### config.mk
export PLATFORM = sky130hd
export DESIGN_NAME = alu_issue_stage
export DESIGN_NICKNAME = d
export VERILOG_FILES = /design/src/rtl/alu_issue_stage.sv
export SDC_FILE = /design/constraint.sdc
export NUM_CORES = 1
export LEC_CHECK = 0
export BUFFER_PORTS_ARGS = -buffer_cell sky130_fd_sc_hd__buf_2
export CORE_MARGIN = 10
export CORE_UTILIZATION = 39
export CTS_CLUSTER_DIAMETER = 200
export DETAILED_ROUTE_END_ITERATION = 6
export HOLD_SLACK_MARGIN = 0.02
export PLACE_DENSITY = 0.77
export SLEW_MARGIN = 20
export SYNTH_ARGS = -nofsm -noshare
export SYNTH_HDL_FRONTEND = slang
export SYNTH_SLANG_ARGS = --single-unit
### constraint.sdc
create_clock -name clk -period 4.2 [get_ports clk]
set_clock_uncertainty 0.05 [all_clocks]
set_input_delay 0.21 -clock clk [delete_from_list [all_inputs] [get_ports clk]]
set_output_delay 0.21 -clock clk [all_outputs]
set_load 0.005 [all_outputs]
### src/rtl/alu_issue_stage.sv
// rtl/alu_issue_stage.sv - issue/capture stage wrapping the 4-bit combinational ALU
module alu_issue_stage #(
    parameter int SETTLE_CYCLES = 1
) (
    input  logic       clk,
    input  logic       reset,
    input  logic       in_valid,
    output logic       in_ready,
    input  logic [2:0] in_op,
    input  logic [3:0] in_a,
    input  logic [3:0] in_b,
    output logic [3:0] alu_a,
    output logic [3:0] alu_b,
    output logic       alu_l,
    output logic       alu_m,
    output logic       alu_n,
    input  logic [3:0] alu_s,
    output logic       out_valid,
    input  logic       out_ready,
    output logic [3:0] out_result,
    output logic [2:0] out_op,
    output logic       out_zero,
    output logic       out_err
);

    typedef enum logic [1:0] {IDLE, SETTLE, DONE} state_t;

    localparam logic [3:0] CNT_INIT = 4'(SETTLE_CYCLES - 1);
    localparam logic [2:0] OP_RSVD  = 3'b111;

    state_t     state_q, state_d;
    logic [3:0] cnt_q, cnt_d;
    logic [3:0] a_q, a_d, b_q, b_d;
    logic [2:0] op_q, op_d;
    logic [3:0] res_q, res_d;
    logic [2:0] rop_q, rop_d;
    logic       zero_q, zero_d;
    logic       err_q, err_d;
    logic       accept;

    // DONE with out_ready releases the held result and may accept on the same edge.
    assign in_ready = (state_q == IDLE) || ((state_q == DONE) && out_ready);
    assign accept   = in_valid && in_ready;

    always_comb begin
        state_d = state_q;
        cnt_d   = cnt_q;
        a_d     = a_q;
        b_d     = b_q;
        op_d    = op_q;
        res_d   = res_q;
        rop_d   = rop_q;
        zero_d  = zero_q;
        err_d   = err_q;

        case (state_q)
            IDLE: begin
                if (accept) state_d = SETTLE;
            end
            SETTLE: begin
                if (cnt_q != 4'd0) begin
                    cnt_d = cnt_q - 4'd1;
                end else begin
                    state_d = DONE;
                    rop_d   = op_q;
                    if (op_q == OP_RSVD) begin
                        res_d  = 4'd0;
                        zero_d = 1'b1;
                        err_d  = 1'b1;
                    end else begin
                        res_d  = alu_s;
                        zero_d = (alu_s == 4'd0);
                        err_d  = 1'b0;
                    end
                end
            end
            DONE: begin
                if (out_ready) state_d = in_valid ? SETTLE : IDLE;
            end
            default: state_d = IDLE;
        endcase

        if (accept) begin
            a_d   = in_a;
            b_d   = in_b;
            op_d  = in_op;
            cnt_d = CNT_INIT;
        end
    end

    always_ff @(posedge clk) begin
        if (reset) begin
            state_q <= IDLE;
            cnt_q   <= 4'd0;
            a_q     <= 4'd0;
            b_q     <= 4'd0;
            op_q    <= 3'd0;
            res_q   <= 4'd0;
            rop_q   <= 3'd0;
            zero_q  <= 1'b0;
            err_q   <= 1'b0;
        end else begin
            state_q <= state_d;
            cnt_q   <= cnt_d;
            a_q     <= a_d;
            b_q     <= b_d;
            op_q    <= op_d;
            res_q   <= res_d;
            rop_q   <= rop_d;
            zero_q  <= zero_d;
            err_q   <= err_d;
        end
    end

    assign alu_a      = a_q;
    assign alu_b      = b_q;
    assign alu_l      = op_q[2];
    assign alu_m      = op_q[1];
    assign alu_n      = op_q[0];
    assign out_valid  = (state_q == DONE);
    assign out_result = res_q;
    assign out_op     = rop_q;
    assign out_zero   = zero_q;
    assign out_err    = err_q;

endmodule

* Word level (Yosys, flattened, before mapping)
Index checks and enable logic that the tools add are counted.
** Storage, ports and cells
- Bits in registers :: 26
- Bits in latches :: 0
- RAM bits :: 0
- Memory bits (read-only) :: 0
- Input port bits :: 19
- Output and inout port bits :: 22
- Memories :: 0
** Operators by class
- Add/subtract/negate cells :: 1
- Multipliers :: 0
- Divide/modulo/power cells :: 0
- Magnitude comparators :: 0
- Equal/unequal tests :: 6
- Shifts and indexed selects :: 0
- Muxes and demuxes :: 8
- Bitwise operators :: 1
- Reductions and logical operators :: 10
** Operator list (count)
- $mux W2 :: 3
- $pmux W2 S3 :: 1
- $logic_not A4 Y1 :: 1
- $mux W4 :: 1
- $ne A2 B2 Y1 const B :: 2
- $reduce_and A2 Y1 :: 2
- $reduce_bool A4 Y1 :: 1
- $sub A4 B1 Y4 const B :: 1
- $eq A3 B3 Y1 const B :: 1
- $mux W1 :: 3
- $reduce_and A3 Y1 :: 1
- $eq A2 B1 Y1 const B :: 1
- $eq A2 B2 Y1 const B :: 1
- $logic_and A1 B1 Y1 :: 2
- $logic_not A2 Y1 :: 1
- $ne A2 B1 Y1 const B :: 1
- $reduce_or A2 Y1 :: 1
- $logic_or A1 B1 Y1 :: 1
- $not A1 Y1 :: 1

* Logic depth before layout (Yosys ltp)
- Depth in word-level cells :: 6
- Gate-level depth with buffers :: 6

* Worst setup path before layout
No wires, ideal clock.
- Path type :: register to register
- From :: register cnt_q[0]
- To :: register cnt_q[3]
- Library setup time :: 0.070 ns
- Arrival :: 1.324 ns
- Required time :: 4.080 ns
- Slack :: 2.756 ns
- Stages on the path, launching flop included :: 6
- Cell sequence :: dfxtp_1 > inv_1 > ha_1 > nor3b_1 > or4_1 > a21oi_1
** On the way
- Longest elaborated chain between the ends :: 2
- Elaborated cells on any way between the ends :: 3
- Classes of those cells :: add/sub: 1; reduce/logical: 2
** Ends and longest elaborated chain
- start: declaration :: line 32 : logic [3:0] cnt_q, cnt_d;
- start signal: assignment :: line 104 : cnt_q <= cnt_d;
- parallel branches: the longest is 2 deep, another holds $sub A4 B1 Y4
Parallel ways; which one is timed is not known.
A chain may end at the register's enable or synchronous reset.

* Worst setup path in the final report
- From :: register state_q[1]
- To :: output in_ready
** On the way
- Longest elaborated chain between the ends :: 3
- Elaborated cells on any way between the ends :: 4
- Classes of those cells :: eq/ne: 1; reduce/logical: 3
** Ends and longest elaborated chain
- start: declaration :: line 31 : state_t state_q, state_d;
- start signal: assignment :: line 103 : state_q <= state_d;
- $eq A2 B2 Y1 :: line 42 : assign in_ready = (state_q == IDLE) || ((state_q == DONE) && out_ready);
- $logic_and A1 B1 Y1 :: line 42
- $logic_or A1 B1 Y1 * :: line 42
- end: declaration :: line 8 : output logic in_ready,
Every way passes the cells marked *; elsewhere a longest branch is shown, timed or not.

==> results.yml <==
routing:
  vias_per_cell: 5.43
  postRouteAntennaNets: 0
  drc: 0
  avgRoutedWirePerCell_um: 14.5
  drtPass1Iterations: 4
  routed_wl_mm: 2.84
  vias: 1065
  dr.first_iter.drc_count: 60
final_layout:
  nets: 186
  antenna_cells: 0
  regArea_um2: 520
  design_area_um2: 1320
  final_common_cell: "buf_2"
  drive_gt1_frac: 0.285
  final_cells: 196
  layout_common_cells: "40 x buf_2, 26 x dfxtp_1, 24 x a21oi_1"
  n_fill_cell: 276
  area_delta_synth_final_pct: 22.1
  multi_input_area_um2: 512
timing:
  finalHoldViolCount: 0
  relSlewSlack: 0.476
  timing.final.crit_share: 0.441
  tightest_slew_ns: 0.785
  setup_viol: 0
  rsz0062_at_grt: "false"
  fin_ws_ns: 2.35
  slew_violations: 0
  tns_ns: 0
  fin_crit_ns: 1.85
  timing.fmax_mhz: 540
global_route:
  grt-ovfl-total: 0
  track_usage: 0.110
  grt_start_max_net_pins: 24
  grt_pass1_vias: 1092
  grt_pass1_wl_mm: 4.87
  antenna_found_initial: 0
clock_network:
  clock_path_buffers: 2
  cts_hold_buf: 0
  h-tree-depth: 1
  cts_resized: 0
  cts_tree: "done"
  numClockSinks: 26
  post_cts_buffers: 0
  path_clk_slew_ns: 0.13
  clockRootBuffer: "clkbuf_4"
  numCtsBuffers: 3
  clock_latency_ns: 0.32
setup_path:
  end_kind: "primary output"
  path_cells: "nor2b_1 -> nor2_1 -> buf_2"
  crit_start: "state_q[1]"
  cp_top_family: "simple AND/OR/NAND/NOR gates"
  crit_type: "reg -> out"
  required_ns: 3.94
  worstPathMaxFanout: 12
  cp_slowest_cell: "nor2b_1"
  cp.arrival_ns: 1.59
  worstSetupStartpointType: "flop"
  critPathBufInv: 1
  max_stage_delay_ns: 0.65
  rr_startpoint: "cnt_q[0]"
floorplan:
  pin_count: 41
  start_util: 0.400
  dieArea_um2: 5290
  die_w_um: 72.7
  coreArea_um2: 2710
  fp.dieH_um: 72.7
  rows: 19
synthesis:
  synthAdderAreaFrac: 0.0115
  seq_area_frac_synth: 0.480
  syn-cell-area_um2: 1080
  synthSimpleGateAreaFrac: 0.215
  synthCells: 131
  ys_warn_count: 0
  syn_nets: 151
  synth_top_family_by_area: "compound AO/OA/AOI/OAI gates"
  synth_mux_area_frac: 0
  synth_seq_cells: 26
  synthXorXnorAreaFrac: 0
  syn_avg_cell_area_um2: 8.27
  yosysUniqueCellTypes: 25
  synth_compound_area_frac: 0.241
min_path:
  hold_path.class: "in -> reg"
  min_from: "in_b[0]"
power:
  cellPowerDensity_nw_per_um2: 339
  p_leak_nw: 0.564
  vdd_drop_max_mv: 0.198
place:
  gp_congestion: 0.732
  port_buffers: 40
  dpl.cell_count: 192
  dpl.hpwl_mm: 2.11
  placed_cell_area_um2: 1280
  place_ws_ns: 2.16
outcome:
  run_status: "complete, no violations"
job:
  maxCapViolCount: 0
[metrics by stage]
step            util  total power, mW  hold WS [ns]
2_1_floorplan      -            0.302         0.229
3_3_place_gp   0.473            0.327         0.411
3_5_place_dp   0.473            0.329         0.419
4_1_cts        0.486            0.455        0.0591
5_1_grt        0.488            0.475        0.0505
6_report       0.488            0.448        0.0753
[power breakdown]
group | switching, mW | internal [mW] | leakage [nW]
Combinational | 0.0326 | 0.0254 | 0.331
Sequential | 0.00744 | 0.258 | 0.212
Clock | 0.0718 | 0.0530 | 0.0210
Total | 0.112 | 0.336 | 0.564
[state kept, by name, indices dropped and copies added (netlist names)]
name / flops
out_op: 3
alu_a: 4
state_q: 2
out_result: 4
out_err: 1
cnt_q: 4
alu_b: 4
out_zero: 1
op_q: 3
[metal layers]
metal | track usage | vias to the layer above | routed length (µm)
li1 | - | 543 | -
met1 | 0.129 | 484 | 1280
met2 | 0.173 | 36 | 1240
met3 | 0.0531 | 2 | 303
met4 | 0.0295 | 0 | 19
met5 | 0 | - | 0
[synth_stat cells (all sizes together)]
master | instances | area [µm²]
inv | 4 | 15.0
nor4 | 2 | 12.5
a21o | 1 | 7.51
buf | 3 | 15.0
or3 | 1 | 6.26
nor3b | 1 | 7.51
a22oi | 2 | 15.0
nor2b | 3 | 21.3
clkbuf | 7 | 26.3
o21ai | 22 | 110
and2b | 1 | 7.51
nand2b | 3 | 18.8
ha | 1 | 12.5
a21oi | 24 | 120
nor3 | 1 | 5.00
a311oi | 1 | 8.76
or3b | 1 | 11.3
dfxtp | 26 | 521
nand3 | 17 | 85.1
nor2 | 3 | 11.3
or4 | 2 | 15.0
nand4 | 4 | 25.0
and3 | 1 | 6.26
[final timing paths]
check	endpoint	slack (ns)	cells past startpoint
max	in_ready	2.35	3
max reg2reg	out_result[2]	2.52	5
min reg2reg	out_op[0]	0.44	2
min	alu_b[0]	0.08	3
[worst min-delay path, cell delays in order]
cell and delay (ns):
buf_2 0.10, nand3_1 0.05, a21oi_1 0.05
[area by class of cell]
class                      instances  area share
inverter                           4      0.0114
tap                               31      0.0293
timing repair buffer              40       0.151
clock buffer                       4      0.0274
multi-input combinational         91       0.387
sequential                        26       0.394
[cell families (layout without fill, tap and decap cells)]
family	after synthesis	after routing
buffers and inverters	14	48
AO/OA/AOI/OAI	50	50
AND/OR/NAND/NOR	40	40
flip-flops	26	26
adder cells (fa/ha/maj)	1	1
(Power assumes the default switching activity.)
